## src/rtl/vcr_pkg.sv

```systemverilog
// Shared VCR definitions: register addresses, output-limit state encoding and default cap.
package vcr_pkg;

  localparam logic [7:0] VCR_ADDR_80 = 8'h80;
  localparam logic [7:0] VCR_ADDR_81 = 8'h81;
  localparam logic [7:0] VCR_ADDR_82 = 8'h82;
  localparam logic [7:0] VCR_ADDR_83 = 8'h83;
  localparam logic [7:0] VCR_ADDR_84 = 8'h84;
  localparam logic [7:0] VCR_ADDR_OUTPUT_LIMIT = 8'h85;
  localparam logic [7:0] VCR_ADDR_86 = 8'h86;
  localparam logic [7:0] VCR_ADDR_87 = 8'h87;
  localparam logic [7:0] VCR_ADDR_88 = 8'h88;
  localparam logic [7:0] VCR_ADDR_89 = 8'h89;
  localparam logic [7:0] VCR_ADDR_8A = 8'h8A;
  localparam logic [7:0] VCR_ADDR_8B = 8'h8B;
  localparam logic [7:0] VCR_ADDR_A1 = 8'hA1;

  localparam logic [1:0] IDLE_ENC   = 2'd0;
  localparam logic [1:0] SNAP_ENC   = 2'd1;
  localparam logic [1:0] OUTPUT_ENC = 2'd2;

  typedef enum logic [1:0] {
    IDLE   = IDLE_ENC,
    SNAP   = SNAP_ENC,
    OUTPUT = OUTPUT_ENC
  } limit_state_t;

  localparam int unsigned OUTPUT_LIMIT_MAX_DEFAULT = 32768;

endpackage

```

## src/rtl/limit_downcounter.sv

```systemverilog
// Loadable down-counter holding the number of granted words still to be delivered.
module limit_downcounter #(
  parameter int unsigned WIDTH = 16
) (
  input  logic             IFCLK,
  input  logic             RESET,
  input  logic             clr,
  input  logic             load,
  input  logic [WIDTH-1:0] load_value,
  input  logic             dec,
  output logic [WIDTH-1:0] count,
  output logic             zero
);

  // Clear beats load beats decrement; a decrement at zero is ignored so it never wraps.
  always_ff @(posedge IFCLK or posedge RESET) begin
    if (RESET) begin
      count <= '0;
    end else if (clr) begin
      count <= '0;
    end else if (load) begin
      count <= load_value;
    end else if (dec && (count != '0)) begin
      count <= count - WIDTH'(1);
    end
  end

  assign zero = (count == '0);

endmodule

```

## src/rtl/output_limit_ctrl.sv

```systemverilog
// Output-limit sequencer: snapshots FIFO occupancy on a VCR registration and gates high-speed reads.
// Define OUTPUT_LIMIT_STATS_EN to build the saturating ignored-registration counter.
module output_limit_ctrl
  import vcr_pkg::*;
#(
  parameter int unsigned             COUNT_WIDTH = 16,
  parameter logic [COUNT_WIDTH-1:0] MAX_WORDS   = COUNT_WIDTH'(OUTPUT_LIMIT_MAX_DEFAULT)
) (
  input  logic                   IFCLK,
  input  logic                   RESET,
  input  logic                   output_mode_limit,
  input  logic                   reg_output_limit,
  input  logic [COUNT_WIDTH-1:0] fifo_count,
  input  logic                   hs_rd,
  output logic                   hs_rd_allow,
  output logic [COUNT_WIDTH-1:0] output_limit,
  output logic                   output_limit_not_done,
  output logic [7:0]             reg_ignored_cnt
);

  limit_state_t           state, next_state;
  logic [COUNT_WIDTH-1:0] snap_value;
  logic [COUNT_WIDTH-1:0] remaining;
  logic                   remaining_zero;
  logic                   cnt_clr, cnt_load, cnt_dec;
  logic                   consume;

  assign snap_value  = (fifo_count > MAX_WORDS) ? MAX_WORDS : fifo_count;
  assign hs_rd_allow = !output_mode_limit || ((state == OUTPUT) && !remaining_zero);
  assign consume     = hs_rd && hs_rd_allow;

  // OUTPUT is only ever entered with a nonzero grant and left on the last word or an abort.
  assign output_limit_not_done = (state == OUTPUT);

  always_ff @(posedge IFCLK or posedge RESET) begin
    if (RESET) begin
      state <= IDLE;
    end else begin
      state <= next_state;
    end
  end

  always_comb begin
    next_state = state;
    cnt_clr    = 1'b0;
    cnt_load   = 1'b0;
    cnt_dec    = 1'b0;
    case (state)
      IDLE: begin
        if (reg_output_limit && output_mode_limit) next_state = SNAP;
      end
      SNAP: begin
        if (!output_mode_limit) begin
          next_state = IDLE;
          cnt_clr    = 1'b1;
        end else begin
          cnt_load   = 1'b1;
          next_state = (snap_value != '0) ? OUTPUT : IDLE;
        end
      end
      OUTPUT: begin
        if (!output_mode_limit) begin
          next_state = IDLE;
          cnt_clr    = 1'b1;
        end else if (consume) begin
          cnt_dec = 1'b1;
          if (remaining == COUNT_WIDTH'(1)) next_state = IDLE;
        end
      end
      default: begin
        next_state = IDLE;
        cnt_clr    = 1'b1;
      end
    endcase
  end

  // The published limit only moves in SNAP so VCR can read it back over several cycles.
  always_ff @(posedge IFCLK or posedge RESET) begin
    if (RESET) begin
      output_limit <= '0;
    end else if (cnt_load) begin
      output_limit <= snap_value;
    end
  end

  limit_downcounter #(
    .WIDTH (COUNT_WIDTH)
  ) u_remaining (
    .IFCLK      (IFCLK),
    .RESET      (RESET),
    .clr        (cnt_clr),
    .load       (cnt_load),
    .load_value (snap_value),
    .dec        (cnt_dec),
    .count      (remaining),
    .zero       (remaining_zero)
  );

`ifdef OUTPUT_LIMIT_STATS_EN
  logic [7:0] ignored_q;

  always_ff @(posedge IFCLK or posedge RESET) begin
    if (RESET) begin
      ignored_q <= 8'd0;
    end else if (reg_output_limit && output_mode_limit && (state != IDLE) && (ignored_q != 8'hFF)) begin
      ignored_q <= ignored_q + 8'd1;
    end
  end

  assign reg_ignored_cnt = ignored_q;
`else
  assign reg_ignored_cnt = 8'd0;
`endif

endmodule

```

## config.mk

```make
export PLATFORM = sky130hd
export DESIGN_NAME = output_limit_ctrl
export DESIGN_NICKNAME = d
export VERILOG_FILES = /design/src/rtl/vcr_pkg.sv /design/src/rtl/limit_downcounter.sv /design/src/rtl/output_limit_ctrl.sv
export SDC_FILE = /design/constraint.sdc
export NUM_CORES = 1
export LEC_CHECK = 0
export ABC_AREA = 1
export CAP_MARGIN = 0
export CORE_MARGIN = 3
export CORE_UTILIZATION = 55
export DETAILED_ROUTE_END_ITERATION = 10
export GPL_ROUTABILITY_DRIVEN = 0
export PLACE_DENSITY_LB_ADDON = 0.15
export REMOVE_ABC_BUFFERS = 1
export SKIP_CTS_REPAIR_TIMING = 1
export SLEW_MARGIN = 20
export SYNTH_ARGS = -nofsm -noshare
export SYNTH_HDL_FRONTEND = slang
export SYNTH_SLANG_ARGS = --single-unit
export TNS_END_PERCENT = 10
```

## constraint.sdc

```tcl
create_clock -name IFCLK -period 3.66 [get_ports IFCLK]
set_input_delay 0.366 -clock IFCLK [delete_from_list [all_inputs] [get_ports IFCLK]]
set_output_delay 0.366 -clock IFCLK [all_outputs]
set_load 0.01 [all_outputs]
```

# After elaboration in Yosys (flattened, before gate mapping)
# Index checks and enable logic that the tools add are counted.
# totals
inputBits	21
ff_bits	34
out_inout_bits	26
# classes
addsub	1
reduce_logical	14
muxes	18
order_cmp	1
eq_ne	6
# op_table
operator	count
$mux W16	4
$reduce_bool A16 Y1	2
$eq A16 B1 Y1 const B	1
$gt A16 B16 Y1 const B	1
$logic_not A16 Y1	1
$sub A16 B1 Y16 const B	1
$mux W2	6
$mux W1	6
$ne A3 B2 Y1 const B	2
$pmux W2 S3	1
$logic_and A1 B1 Y1	4
$reduce_and A3 Y1	1
$reduce_bool A3 Y1	1
$eq A2 B1 Y1 const B	1
$eq A2 B2 Y1 const B	1
$logic_not A1 Y1	2
$logic_not A2 Y1	1
$ne A2 B2 Y1 const B	1
$pmux W1 S2	1
$reduce_or A2 Y1	1
$logic_or A1 B1 Y1	1

# Longest topological paths before layout
# logic_depth
word_depth	12
ltp_mapped	11
ltp_nobuf	11

# By module
# A second synthesis with hierarchy kept.
# unflattened
cells_unflattened	372
hier_area_um2	2427.3
# by_module_without_submodules
mod	area_per_inst_um2	cells_each	seq_area_each_um2	instances
limit_downcounter	1244.9	201	400.4	1
output_limit_ctrl	1182.4	171	450.4	1

# Worst setup path before layout
# OpenSTA, ideal clock, no wires.
# synth_timing
path_kind	reg2reg
from	register state[0]
to	register u_remaining.count[8]
path_stages_with_launch	8
setup_time_ns	0.117
arrival_time_ns	1.425
slack_ns	2.118
cell_sequence	dfrtp_1 -> inv_1 -> ha_1 -> mux2i_1 -> nor2_2 -> buf_4 -> nand3_1 -> nand2_1
# synth_via
elab_chain_cells	9
word_cells_on_any_way	16
cone_classes	eq/ne: 2; mux: 7; reduce/logical: 7
# synth_rtl
element	line	source
start: declaration	output_limit_ctrl.sv:21	limit_state_t state, next_state;
start signal: assignment	output_limit_ctrl.sv:39	state <= next_state;
$eq A2 B2 Y1	output_limit_ctrl.sv:29, output_limit_ctrl.sv:48	
$logic_and A1 B1 Y1	output_limit_ctrl.sv:29	assign hs_rd_allow = !output_mode_limit || ((state == OUTPUT) && !remaining_zero);
$logic_or A1 B1 Y1	output_limit_ctrl.sv:29	
$logic_and A1 B1 Y1	output_limit_ctrl.sv:30	assign consume = hs_rd && hs_rd_allow;
$mux W1	output_limit_ctrl.sv:65	end else if (consume) begin
$mux W1	output_limit_ctrl.sv:62	if (!output_mode_limit) begin
$mux W1	output_limit_ctrl.sv:48	case (state)
$logic_and A1 B1 Y1	limit_downcounter.sv:23	end else if (dec && (count != '0)) begin
$reduce_bool A3 Y1 (no line)	-	
end signal: assignment	limit_downcounter.sv:22	count <= load_value;
end signal: assignment	limit_downcounter.sv:24	count <= count - WIDTH'(1);
end: declaration	limit_downcounter.sv:11	output logic [WIDTH-1:0] count,
# Several ways; a longest one is shown, not always the timed one.
# A chain may end at the register's enable or synchronous reset.

# Final worst setup path
# layout_timing
from	register u_remaining.count[0]
to	output hs_rd_allow
# layout_via
elab_chain_cells	4
# layout_rtl
element	line	source
$logic_not A16 Y1	limit_downcounter.sv:28	assign zero = (count == '0);
$logic_not A1 Y1	output_limit_ctrl.sv:29	
$logic_and A1 B1 Y1	output_limit_ctrl.sv:29	
$logic_or A1 B1 Y1	output_limit_ctrl.sv:29	
end: declaration	output_limit_ctrl.sv:15	output logic hs_rd_allow,
# Every way passes these cells.

==> impl_metrics.yaml <==
global_route:
  track_usage: 0.231
  antenna_found_initial: 0
  overflow: 0
  use_met1: 0.306
  grtUsageMet2: 0.359
  top_usage_layer: "met2"
  grt_pass1_wl_mm: 9.11
  grt_pass1_vias: 2008
  grt_max_degree: 45
  met3_usage: 0.0590
detailed_routing:
  vias: 2219
  drc_errors: 0
  drtIter0Drc: 180
  viasPerCell: 5.10
  postRouteAntennaNets: 0
  wirelength_mm: 5.31
  wl_per_cell_um: 12.2
  dr.pass1.iters: 4
logic_synthesis:
  yosysSeqAreaShare: 0.372
  ys_seq_elements: 34
  synth_cell_type_count: 28
  synthesis.area_mm2: 0.00229
  synthCells: 348
  ys_warn_count: 0
  postSynthAreaPerCell_um2: 6.57
power:
  swShare: 0.481
  power.share.clock: 0.126
  pwr-share-comb: 0.622
  p_switching_mw: 1.23
  power_frac_seq: 0.252
  intPower_mw: 1.33
  leakage_nw: 1.58
  powerDensity_mw_per_mm2: 927
  ir_worst_vdd_mv: 0.590
sta:
  hold_slack_ns: 0.477
  rsz0062_at_grt: "no"
  worstMarginPinSlew_ns: 0.936
  hold_viol_final: 0
  maxSlewViolCount: 0
  fin_crit_sh: 0.615
  max_freq_mhz: 444
  setup_viol: 0
  fin_ws_ns: 1.41
  post-route-min-period_ns: 2.25
  skew_ns: 0.00264
  final.setup.tns_ns: 0
  maxSlewHeadroom: 0.375
cells_and_area:
  drive_above_1_share: 0.0594
  fin_area_mm2: 0.00277
  nets: 413
  diodes: 0
  final_common_cell: "nand2_1"
  area_delta_synth_final_pct: 21.0
  final_cell_mix: "146 x nand2_1, 45 x nor2_1, 38 x nand3_1, 38 x clkdlybuf4s50_1, 34 x dfrtp_1"
critical_path:
  critPathMaxStageDelay_ns: 0.47
  cp_num_buf_inv: 2
  reg2reg_slack_ns: 1.82
  critPathKind: "register to output pin"
  slowest_stage: "clkdlybuf4s50_1"
  end_kind: "output pin"
  critPathLaunchType: "register"
  cpMostUsedCell: "nand2_1"
  cp_cell_sequence: "inv_1, ha_1, nand2_1, nor2_2, nand2_2, nand2_1, nand2_1, clkdlybuf4s50_1"
  worstPathRequired_ns: 3.29
  arrival_ns: 1.88
  cp_max_fo: 5
  crit_family: "buffers and inverters"
clock_tree:
  cts.clk_slew.worst_paths_ns: 0.07
  clock_sinks: 34
  cts_tree: "yes"
  cts_root_buf: "clkbuf_8"
  clockBufferDepth: 2
  cts_buffers: 5
  htree_num_levels: 2
  insertion_delay_ns: 0.28
floorplan:
  rows: 22
  start_util: 0.598
  core_area_mm2: 0.00383
  num_io_pins: 47
  fp.dieW_um: 70.5
  dieArea_mm2: 0.00497
  chipHeight_um: 70.5
place:
  hpwl_mm: 3.95
  pre_cts_slack_ns: 1.59
  port_buffers: 38
  detailed_place.area_mm2: 0.00266
worst_hold_path:
  hold_path_class: "register to register"
outcome:
  status: "completed"
flow_run:
  maxCapViolations: 0
==> power by group through the flow <==
stage	Combinational [mW]	Sequential (mW)	Clock (mW)
floorplan	1.15	0.656	0
global placement	1.54	0.646	0
detailed placement	1.58	0.651	0
CTS	1.59	0.646	0.329
global route	1.83	0.672	0.347
finish	1.60	0.647	0.324
==> cells in the mapped netlist <==
master	instances	area, µm²
nand4_1	1	6.26
nor3_1	1	5.00
buf_4	11	82.6
inv_1	33	124
mux2i_1	1	10.0
nor2_4	1	11.3
nand2_1	146	548
nand3_2	1	10.0
xor2_1	2	17.5
nand3_1	38	190
nand3b_1	2	15.0
a21oi_4	1	16.3
nor2_2	5	31.3
and2_1	2	12.5
buf_6	1	11.3
buf_2	2	10.0
conb_1	1	3.75
o21ai_0	3	15.0
nor2_1	45	169
o21bai_1	2	15.0
clkbuf_1	2	7.51
dfrtp_1	34	851
a21oi_1	1	5.00
nand2_4	1	11.3
xnor2_1	1	8.76
or2_2	1	6.26
ha_1	6	75.1
nand2_2	3	18.8
==> state kept, by name (all words and copies together) (netlist names) <==
signal             flops
state                  2
u_remaining.count     16
output_limit          16
==> stage by stage <==
stage          std cells  utilization  total power, mW
3_3_place_gp         427        0.695             2.19
5_1_grt              435        0.723             2.85
2_1_floorplan        339            -             1.80
3_5_place_dp         427        0.695             2.23
6_report             435        0.723             2.57
4_1_cts              435        0.723             2.57
==> worst reg2reg max path, delay by kind of cell, from the launching register on <==
kind                       cells  cell delay [ns]
DFF                            1             0.37
muxes                          1             0.19
buffers and inverters          1             0.07
adders and majority gates      1             0.31
and+or+nand+nor                3             0.85
==> metal layers <==
layer	wire, µm	share of wire
met1	2330	0.44
met2	2610	0.49
met3	288	0.054
met4	74	0.014
met5	0	0
==> area by class of cell <==
class                      instances  area [µm²]
tap                               48        60.1
timing repair buffer              40         395
fill                             324        1060
sequential                        34         851
inverter                          33         124
clock buffer                       8         110
multi-input combinational        272        1230
==> kinds of logic (layout without fill, tap and decap cells) <==
| logic type | count (synthesis) | after routing | synth area share |
|---|---|---|---|
| AND/OR/NAND/NOR | 247 | 247 | 0.452 |
| XOR/XNOR | 3 | 3 | 0.0115 |
| other | 1 | 8 | 0.00164 |
| adder cells (fa/ha/maj) | 6 | 6 | 0.0328 |
| flip-flops | 34 | 34 | 0.372 |
| buffers and inverters | 49 | 81 | 0.103 |
| multiplexers | 1 | 1 | 0.00438 |
| AO/OA/AOI/OAI | 7 | 7 | 0.0224 |
==> worst paths after layout <==
| kind | startpoint | endpoint | cells after the start |
|---|---|---|---|
| setup / recovery | u_remaining.count[0] | hs_rd_allow | 8 |
| hold / removal | output_limit[12] | output_limit[12] | 2 |
| setup reg to reg | state[0] | u_remaining.count[5] | 6 |
| hold reg to reg | output_limit[12] | output_limit[12] | 2 |
| max in group asynchronous | RESET | output_limit[9] | 3 |
| min in group asynchronous | RESET | output_limit[10] | 2 |
Power figures use the tool's default switching activity.
==> patch: new RTL, same flow settings <==
The option `OUTPUT_LIMIT_STATS_EN` is turned on by a define.
--- a/src/rtl/output_limit_ctrl.sv
+++ b/src/rtl/output_limit_ctrl.sv
@@ -1,5 +1,7 @@
 // Output-limit sequencer: snapshots FIFO occupancy on a VCR registration and gates high-speed reads.
 // Define OUTPUT_LIMIT_STATS_EN to build the saturating ignored-registration counter.
+`define OUTPUT_LIMIT_STATS_EN
+
 module output_limit_ctrl
   import vcr_pkg::*;
 #(
Formal check against the unedited RTL: not equivalent (Yosys sat finds a counterexample within 4 cycles, from zero or initial values and one cycle with RESET high).
==> patch against the unedited design <==
  * Maximum frequency increased by 2.5%
  * Sequential share of layout area grew 3.5 points
  * Highest routed layer unchanged
  * Design area rose by 11%
  * Via count is 5.5% higher
  * Utilization up 0.77 points
  * Cell count rose by 1.6%
  * Largest power group unchanged
  * Worst setup slack gained 0.054 ns
  * Sequential cell count is 8 higher
  * Clock power fell by 13%
  * First-iteration DRC count down 4.4%
  * Total power down 4.5%
  * Largest cell class unchanged
  * Synthesized area increased by 9.6%
  * Wire length up 12%
==> patch: results (changes against the unedited design) <==
HPWL after DPL=4.283 mm (+8.4%); FF-to-FF path depth=10 (+4); pin count of the biggest net entering global routing=43 (-4.4%); fillers=368 (+14%); vias in the first global route=2195 (+9.3%); mux contribution to synthesized area=0.8982% (+0.46 points); Adder-Cell Fraction of Synth Area=3.493% (+0.21 points); worst-path maximum fanout=6 (+1); I/O Buffers=46 (+21%); first-pass GRT wire length=9.811 mm (+7.6%); Synth area leaders=dfrtp_1, nand2_1, nand3_1; gr usage total=23.29% (+0.22 points); synth unique cells=29 (+3.6%); Layout Skew=0.003145 ns (+0.0005086 ns); fraction of layout cells with a size suffix above 1=5.867% (-0.076 points); P_leak=0.001595 uW (+0.85%); Seq/Total Area, Yosys=41.92% (+4.7 points); xor and xnor area share after synthesis=3.842% (+2.7 points); # nets final=420 (+1.7%); DR vias=2340 (+5.5%); crit path from=u_remaining.count[10]$_DFFE_PP0P_; CP arrival=1.83 ns (-0.05 ns); Post-Route WL=5.926 mm (+12%); Worst VDD drop=0.4708 mV (-20%); pre-CTS WS=1.483 ns (-0.1034 ns); outcome=finished clean; Detailed Route Iter0 Violations=172 (-4.4%)
[patch: cell types whose count changed after synthesis, moves of 5 or more]
cell     change
buf_4       -10
dfrtp_1      +8
nand2_1     -23
nand3_1      +5
nor2_1      -10
o21ai_0     +10
xor2_1       +5
[patch: per-stage QoR]
step                cell area (um2)  hold slack (ns)  util (%)  instances
floorplan                      2457           0.4735         -        337
global placement               2995           0.4629     71.29        435
detailed placement             2995           0.4657     71.29        435
CTS                            3072           0.4851     73.11        442
global route                   3072           0.5091     73.11        442
finish                         3072           0.4815     73.11        442
[patch: power breakdown]
group / internal [uW] / switching (uW) / leakage, uW
registers: 648 / 148 / 0.000541
logic: 575 / 801 / 0.00102
clock network: 131 / 149 / 0.0000383
total: 1350 / 1100 / 0.00160
[patch: final timing paths]
kind	end	slack (ns)
worst min register to register	output_limit[11]$_DFFE_PP0P_	0.48
max in group asynchronous	u_remaining.count[12]$_DFFE_PP0P_	2.79
worst min-delay path	output_limit[11]$_DFFE_PP0P_	0.48
worst max register to register	u_remaining.count[12]$_DFFE_PP0P_	1.73
worst max-delay path	hs_rd_allow	1.46
min in group asynchronous	reg_ignored_cnt[0]$_DFFE_PP0P_	0.52
[patch: cell type report]
type	instances	area (um2)	share of cell area [%]
inverter	34	127.6	4.155
clock buffer	7	76.32	2.485
multi-input combinational	261	1279	41.63
sequential	42	1051	34.22
timing repair buffer	48	475.5	15.48
tap	50	62.56	2.037
[patch: metal layers]
metal	wire, um	GRT usage, %	vias to the layer above	part of all wire (%)
li1	-	-	1179	-
met1	2747	30.92	1089	46
met2	2835	37.30	59	48
met3	235	5.062	13	4.0
met4	108	8.451	0	1.8
met5	0	0	-	0
[patch: kinds of logic after synthesis]
| logic type | Yosys count |
|---|---|
| AO/OA/AOI/OAI | 21 |
| flip-flops | 42 |
| XOR/XNOR | 11 |
| multiplexers | 2 |
| AND/OR/NAND/NOR | 220 |
| adder cells (fa/ha/maj) | 7 |
| buffers and inverters | 43 |
[patch: critical path: cells and delay by family (launching register included)]
kind,cells,cell delay (ns)
flops,1,0.45
simple gates,6,0.61
buf+inv,1,0.48
